### config.mk
export PLATFORM = sky130hd
export DESIGN_NAME = rv_mul
export DESIGN_NICKNAME = d
export VERILOG_FILES = /design/src/rtl/rv_mul.sv
export SDC_FILE = /design/constraint.sdc
export NUM_CORES = 1
export LEC_CHECK = 0
export ABC_AREA = 1
export BUFFER_PORTS_ARGS = -buffer_cell sky130_fd_sc_hd__buf_4
export CORE_ASPECT_RATIO = 0.9
export CORE_MARGIN = 2
export CORE_UTILIZATION = 40
export DETAILED_ROUTE_END_ITERATION = 16
export PLACE_DENSITY = 0.57
export RECOVER_POWER = 50
export SETUP_SLACK_MARGIN = 0.1
export SLEW_MARGIN = 25
export SYNTH_ARGS = -nofsm -noshare
export SYNTH_HDL_FRONTEND = slang
export SYNTH_SLANG_ARGS = --single-unit
### constraint.sdc
create_clock -name clk_i -period 2.4 [get_ports clk_i]
set_input_delay 0.24 -clock clk_i [delete_from_list [all_inputs] [get_ports clk_i]]
set_output_delay 0.24 -clock clk_i [all_outputs]
set_load 0.02 [all_outputs]
### src/rtl/rv_mul.sv
// Iterative shift-add multiplier for RV32M MUL/MULH/MULHSU/MULHU, sharing the MDU start/stall/kill/keep handshake.
// Optional macro RV_MUL_EARLY_TERM_EN: leave COMP as soon as the remaining multiplier bits are all zero.

package rv_pkg;
  localparam int XLEN = 32;
endpackage

package rv_mdu_pkg;
  localparam int MDU_OP_W = 3;
  localparam logic [MDU_OP_W-1:0] MDU_MUL    = 3'd0;
  localparam logic [MDU_OP_W-1:0] MDU_MULH   = 3'd1;
  localparam logic [MDU_OP_W-1:0] MDU_MULHSU = 3'd2;
  localparam logic [MDU_OP_W-1:0] MDU_MULHU  = 3'd3;
  localparam logic [MDU_OP_W-1:0] MDU_DIV    = 3'd4;
  localparam logic [MDU_OP_W-1:0] MDU_DIVU   = 3'd5;
  localparam logic [MDU_OP_W-1:0] MDU_REM    = 3'd6;
  localparam logic [MDU_OP_W-1:0] MDU_REMU   = 3'd7;
endpackage

module rv_mul
  import rv_pkg::*;
  import rv_mdu_pkg::*;
#(
  parameter int BITS_PER_CYCLE = 1  // 1, 2 or 4; must divide XLEN
) (
  input  logic                clk_i,
  input  logic                arstn_i,
  input  logic                mul_start_i,
  input  logic [XLEN-1:0]     port_a_i,
  input  logic [XLEN-1:0]     port_b_i,
  input  logic [MDU_OP_W-1:0] mdu_op_i,
  input  logic                zero_i,
  input  logic                kill_i,
  input  logic                keep_i,
  output logic [XLEN-1:0]     mul_result_o,
  output logic                mul_stall_req_o
);

  localparam int ITERS  = XLEN / BITS_PER_CYCLE;
  localparam int ITER_W = $clog2(ITERS) + 1;

  typedef enum logic [1:0] {
    MUL_IDLE,
    MUL_COMP,
    MUL_SIGN_CHANGE,
    MUL_FINISH
  } mul_state_e;

  mul_state_e state_ff, state_nx;

  logic [2*XLEN-1:0] mcand_ff;
  logic [XLEN-1:0]   mplier_ff;
  logic [2*XLEN-1:0] acc_ff;
  logic              sign_inv_ff;
  logic              hi_sel_ff;
  logic [ITER_W-1:0] iter_ff;

  logic              a_signed, b_signed;
  logic              sign_a, sign_b;
  logic [XLEN-1:0]   mag_a, mag_b;
  logic [2*XLEN-1:0] acc_step, mcand_step;
  logic [XLEN-1:0]   mplier_step;
  logic              comp_last;
  logic              done;

  // Operand decode, only sampled in IDLE.
  assign a_signed = (mdu_op_i == MDU_MULH) || (mdu_op_i == MDU_MULHSU);
  assign b_signed = (mdu_op_i == MDU_MULH);
  assign sign_a   = a_signed & port_a_i[XLEN-1];
  assign sign_b   = b_signed & port_b_i[XLEN-1];
  assign mag_a    = sign_a ? -port_a_i : port_a_i;
  assign mag_b    = sign_b ? -port_b_i : port_b_i;

  // NOTE: always_comb gives every variable a default before any branch so no latch is inferred.
  always_comb begin
    acc_step    = acc_ff;
    mcand_step  = mcand_ff;
    mplier_step = mplier_ff;
    for (int i = 0; i < BITS_PER_CYCLE; i++) begin
      if (mplier_step[0]) acc_step = acc_step + mcand_step;
      mcand_step  = mcand_step << 1;
      mplier_step = mplier_step >> 1;
    end
  end

`ifdef RV_MUL_EARLY_TERM_EN
  assign comp_last = (iter_ff == ITER_W'(1)) || (mplier_step == '0);
`else
  assign comp_last = (iter_ff == ITER_W'(1));
`endif

  always_comb begin
    state_nx = state_ff;
    unique case (state_ff)
      MUL_IDLE:        if (mul_start_i) state_nx = zero_i ? MUL_FINISH : MUL_COMP;
      MUL_COMP:        if (comp_last) state_nx = sign_inv_ff ? MUL_SIGN_CHANGE : MUL_FINISH;
      MUL_SIGN_CHANGE: state_nx = MUL_FINISH;
      MUL_FINISH:      if (!keep_i) state_nx = MUL_IDLE;
      default:         state_nx = MUL_IDLE;
    endcase
    if (kill_i) state_nx = MUL_IDLE;
  end

  // NOTE: registers use non-blocking assignments so every flop samples pre-edge values.
  always_ff @(posedge clk_i or negedge arstn_i) begin
    if (!arstn_i) state_ff <= MUL_IDLE;
    else          state_ff <= state_nx;
  end

  always_ff @(posedge clk_i or negedge arstn_i) begin
    if (!arstn_i) begin
      mcand_ff    <= '0;
      mplier_ff   <= '0;
      acc_ff      <= '0;
      sign_inv_ff <= 1'b0;
      hi_sel_ff   <= 1'b0;
      iter_ff     <= '0;
    end else begin
      unique case (state_ff)
        MUL_IDLE: begin
          if (mul_start_i && !kill_i) begin
            mplier_ff   <= mag_a;
            mcand_ff    <= {{XLEN{1'b0}}, mag_b};
            acc_ff      <= '0;
            iter_ff     <= ITER_W'(ITERS);
            // sign_a/sign_b are already zero for unsigned operands, so one xor covers all four ops.
            sign_inv_ff <= sign_a ^ sign_b;
            hi_sel_ff   <= (mdu_op_i != MDU_MUL);
          end
        end
        MUL_COMP: begin
          acc_ff    <= acc_step;
          mcand_ff  <= mcand_step;
          mplier_ff <= mplier_step;
          iter_ff   <= iter_ff - ITER_W'(1);
        end
        MUL_SIGN_CHANGE: acc_ff <= -acc_ff;
        default: ;
      endcase
    end
  end

  assign done            = (state_ff == MUL_FINISH);
  assign mul_stall_req_o = mul_start_i && !done;
  assign mul_result_o    = hi_sel_ff ? acc_ff[2*XLEN-1:XLEN] : acc_ff[XLEN-1:0];

endmodule
==> results.cfg <==
[cts]
clock_latency_ns = 0.51
clkTransAtPathRegs_ns = 0.08
clockBufferDepth = 2
cts_buffers = 17
clock_sinks = 170
clk_root_buffer_cell = clkbuf_16
cts_tree = yes
cts_max_level = 4

[synthesis]
synthTopCellsByCount = 1071 x nand2_1, 536 x inv_1, 294 x nor2_1
synth-seq-cells = 170
synth_top_family_by_area = simple AND/OR/NAND/NOR gates
synth_edf_count = 0
synth.area.mux_share_pct = 0
syn_area_mm2 = 0.0173
postSynthAreaPerCell_um2 = 5.70
synthXorXnorAreaFrac_pct = 1.97
synth_top_area_share_pct = 24.6
synth_compound_area_share_pct = 13.5
synthSimpleGateAreaFrac_pct = 41.0
netlist_instances = 3040
yosysSeqAreaShare_pct = 24.6
synthArstFlopShare_pct = 100
ys_types = 47
synth_area_leader_cell = dfrtp_1
synthAdderAreaFrac_pct = 5.32
synth_ff_type = dfrtp_1
yosys_warnings = 0
synth_most_common_cell = nand2_1
syn_nets = 3186
synth_area_leaders = dfrtp_1 25%, nand2_1 23%, inv_1 12%

[floorplan]
initial_core_util_pct = 40.4
core_area_mm2 = 0.0429
die_h_um = 201
num_io_pins = 106
fp.dieW_um = 223
die_area_mm2 = 0.0450
rows = 72

[routing]
drt_pre_antenna_iters = 8
drc = 0
drt_wl_total_um = 79400
drtIter0Drc = 2217
ant_nets = 0
vias = 21181
viasPerCell = 5.37
wl_per_cell_um = 20.2

[setup_path]
critPathSlowestCell = dfrtp_1
crit_type = reg2reg
cp.arrival_ns = 2.74
path_cells = ha_4 > fa_2 > nand3_2 > nand3_2 > nand3_2 > nand3_4 > nand2_4 > nand2_4 > buf_4 > nand2_2 > nand3_1 > nand3_1 > nand2_1 > nand2_1 > nand2_1
slowest_delay_ns = 0.43
end_kind = register
cp_max_fo = 3
required_ns = 2.80
startpoint_type = register

[sta]
timing.final.crit_period_ns = 2.34
fmax_mhz = 428
worst_slack_ns = 0.0637
setup_viol = 0
post-route-period-util_pct = 97.3
hold_violations = 0
rsz0062_at_grt = true
max_slew_margin_pct = 9.53
worstMarginPinSlew_ns = 1.36
final_max_slew_viol_count = 0
fin_skew_ns = 0.0149

[flow_run]
drv_cap = 0

[global_routing]
grt_max_degree = 84
grt.met2_usage_pct = 49.3
grt_overflow = 0
antenna_found_initial = 2
busiest_layer = met1
grt_use_total_pct = 34.6
grt_pass1_vias = 19197
grtUsageMet1_pct = 51.5
grt_pass1_wl_um = 116000
met3_usage_pct = 8.40

[placed_design]
gp_congestion = 1.02
dp_hpwl_um = 61800
io_buffers = 105
dpl.cell_count = 3874
place_ws_ns = -0.236

[final_layout]
drive_gt1_share_pct = 25.3
synthToLayoutAreaGrowth_pct = 35.8
n_fill_cell = 4387
nets = 3519
fin_cells = 3941
n_antenna_cell = 0

[hold_path]
hold_class = in2reg

[status]
outcome = completed

[pwr]
peakVddDrop_v = 0.00112
p_leak_nw = 12.5
power.density_mw_per_mm2 = 1350
power_mw = 31.8
## final cells by class
cell class / instances / area [um2] / share of cell area, %
clock buffer: 23 / 488 / 2.07
clock inverter: 9 / 101 / 0.431
inverter: 542 / 2050 / 8.72
multi-input combinational: 2252 / 12700 / 53.9
sequential: 170 / 4290 / 18.2
tap: 555 / 694 / 2.95
timing repair buffer: 390 / 3210 / 13.7
## critical path: cells and delay by family, from the launching register on
kind | cells | cell delay [ns]
fa+ha+maj | 2 | 0.55
simple gates | 12 | 1.11
flops | 1 | 0.43
buf+inv | 1 | 0.15
## path summary, 6_finish.rpt
path	cells after the start	end	from	slack, ns
hold / removal	3	hi_sel_ff	mdu_op_i[2]	0.03
max in group asynchronous	3	acc_ff[40]	arstn_i	0.50
setup reg to reg	15	acc_ff[52]	acc_ff[0]	0.06
setup / recovery	15	acc_ff[52]	acc_ff[0]	0.06
min in group asynchronous	2	mplier_ff[20]	arstn_i	0.57
hold reg to reg	2	mplier_ff[23]	mplier_ff[23]	0.49
## what timing repair did
action                                 CTS  global route
setup endpoints to repair               55           128
cloned                                   0             2
resized for setup                      112           403
hold buffers                             2             0
pin swaps                                4            63
buffers inserted                         4            27
endpoints found under the hold margin   43             0
## cells by family (layout without fill, tap and decap cells)
kind of cell,Yosys count,in the layout
and+or+nand+nor,1711,1711
buffers and inverters,618,964
DFF,170,170
xor gates and xnor gates,39,39
AOI/OAI and AO/OA,429,429
adders and majority gates,73,73
## sequential cells by signal, indices dropped and copies added, names as in the netlist
name / count
mplier_ff: 32
mcand_ff: 64
acc_ff: 64
hi_sel_ff: 1
state_ff: 2
iter_ff: 6
sign_inv_ff: 1
## power breakdown
group          switching (mW)  total [mW]  internal [mW]  leakage (nW)
Clock                    1.42        2.98           1.56         0.288
Combinational            15.3        23.9           8.59          9.97
Sequential               1.07        4.95           3.88          2.20
Total                    17.8        31.8           14.0          12.5
## per-stage QoR
stage / instance area, um2 / setup TNS, ns / utilization, % / hold WS (ns)
2_1_floorplan: 17300 / 0 / - / -0.0556
3_3_place_gp: 20600 / -2.54 / 48.0 / 0.223
3_5_place_dp: 20600 / -2.37 / 48.0 / 0.223
4_1_cts: 21800 / 0 / 50.8 / 0.0158
5_1_grt: 23500 / -0.0325 / 54.8 / 0.0462
6_report: 23500 / 0 / 54.8 / 0.0314
## metal layers
| layer | wire (um) | share of wire (%) |
|---|---|---|
| met3 | 8240 | 10 |
| met2 | 32400 | 41 |
| met4 | 2080 | 2.6 |
| met1 | 36700 | 46 |
| met5 | 0 | 0 |
## cells in the final DEF, fill, tap and decap left out, types with 30 or more instances in the layout
cell     synthesis  layout
nor2_2          12      60
inv_1          536     514
dfrtp_1        170     142
nor2_4           5      35
nor3_1          38      31
ha_4             0      50
a21oi_1        125      99
o22ai_1         36      36
nand2_2          2      98
o21ai_0        185     164
nand2_1       1071     948
xor2_1          30      30
nand3_1        205     170
nor2_1         294     216
buf_4            3     352
o21ai_1         36      54
No activity file was read; power rests on OpenSTA's default activity.
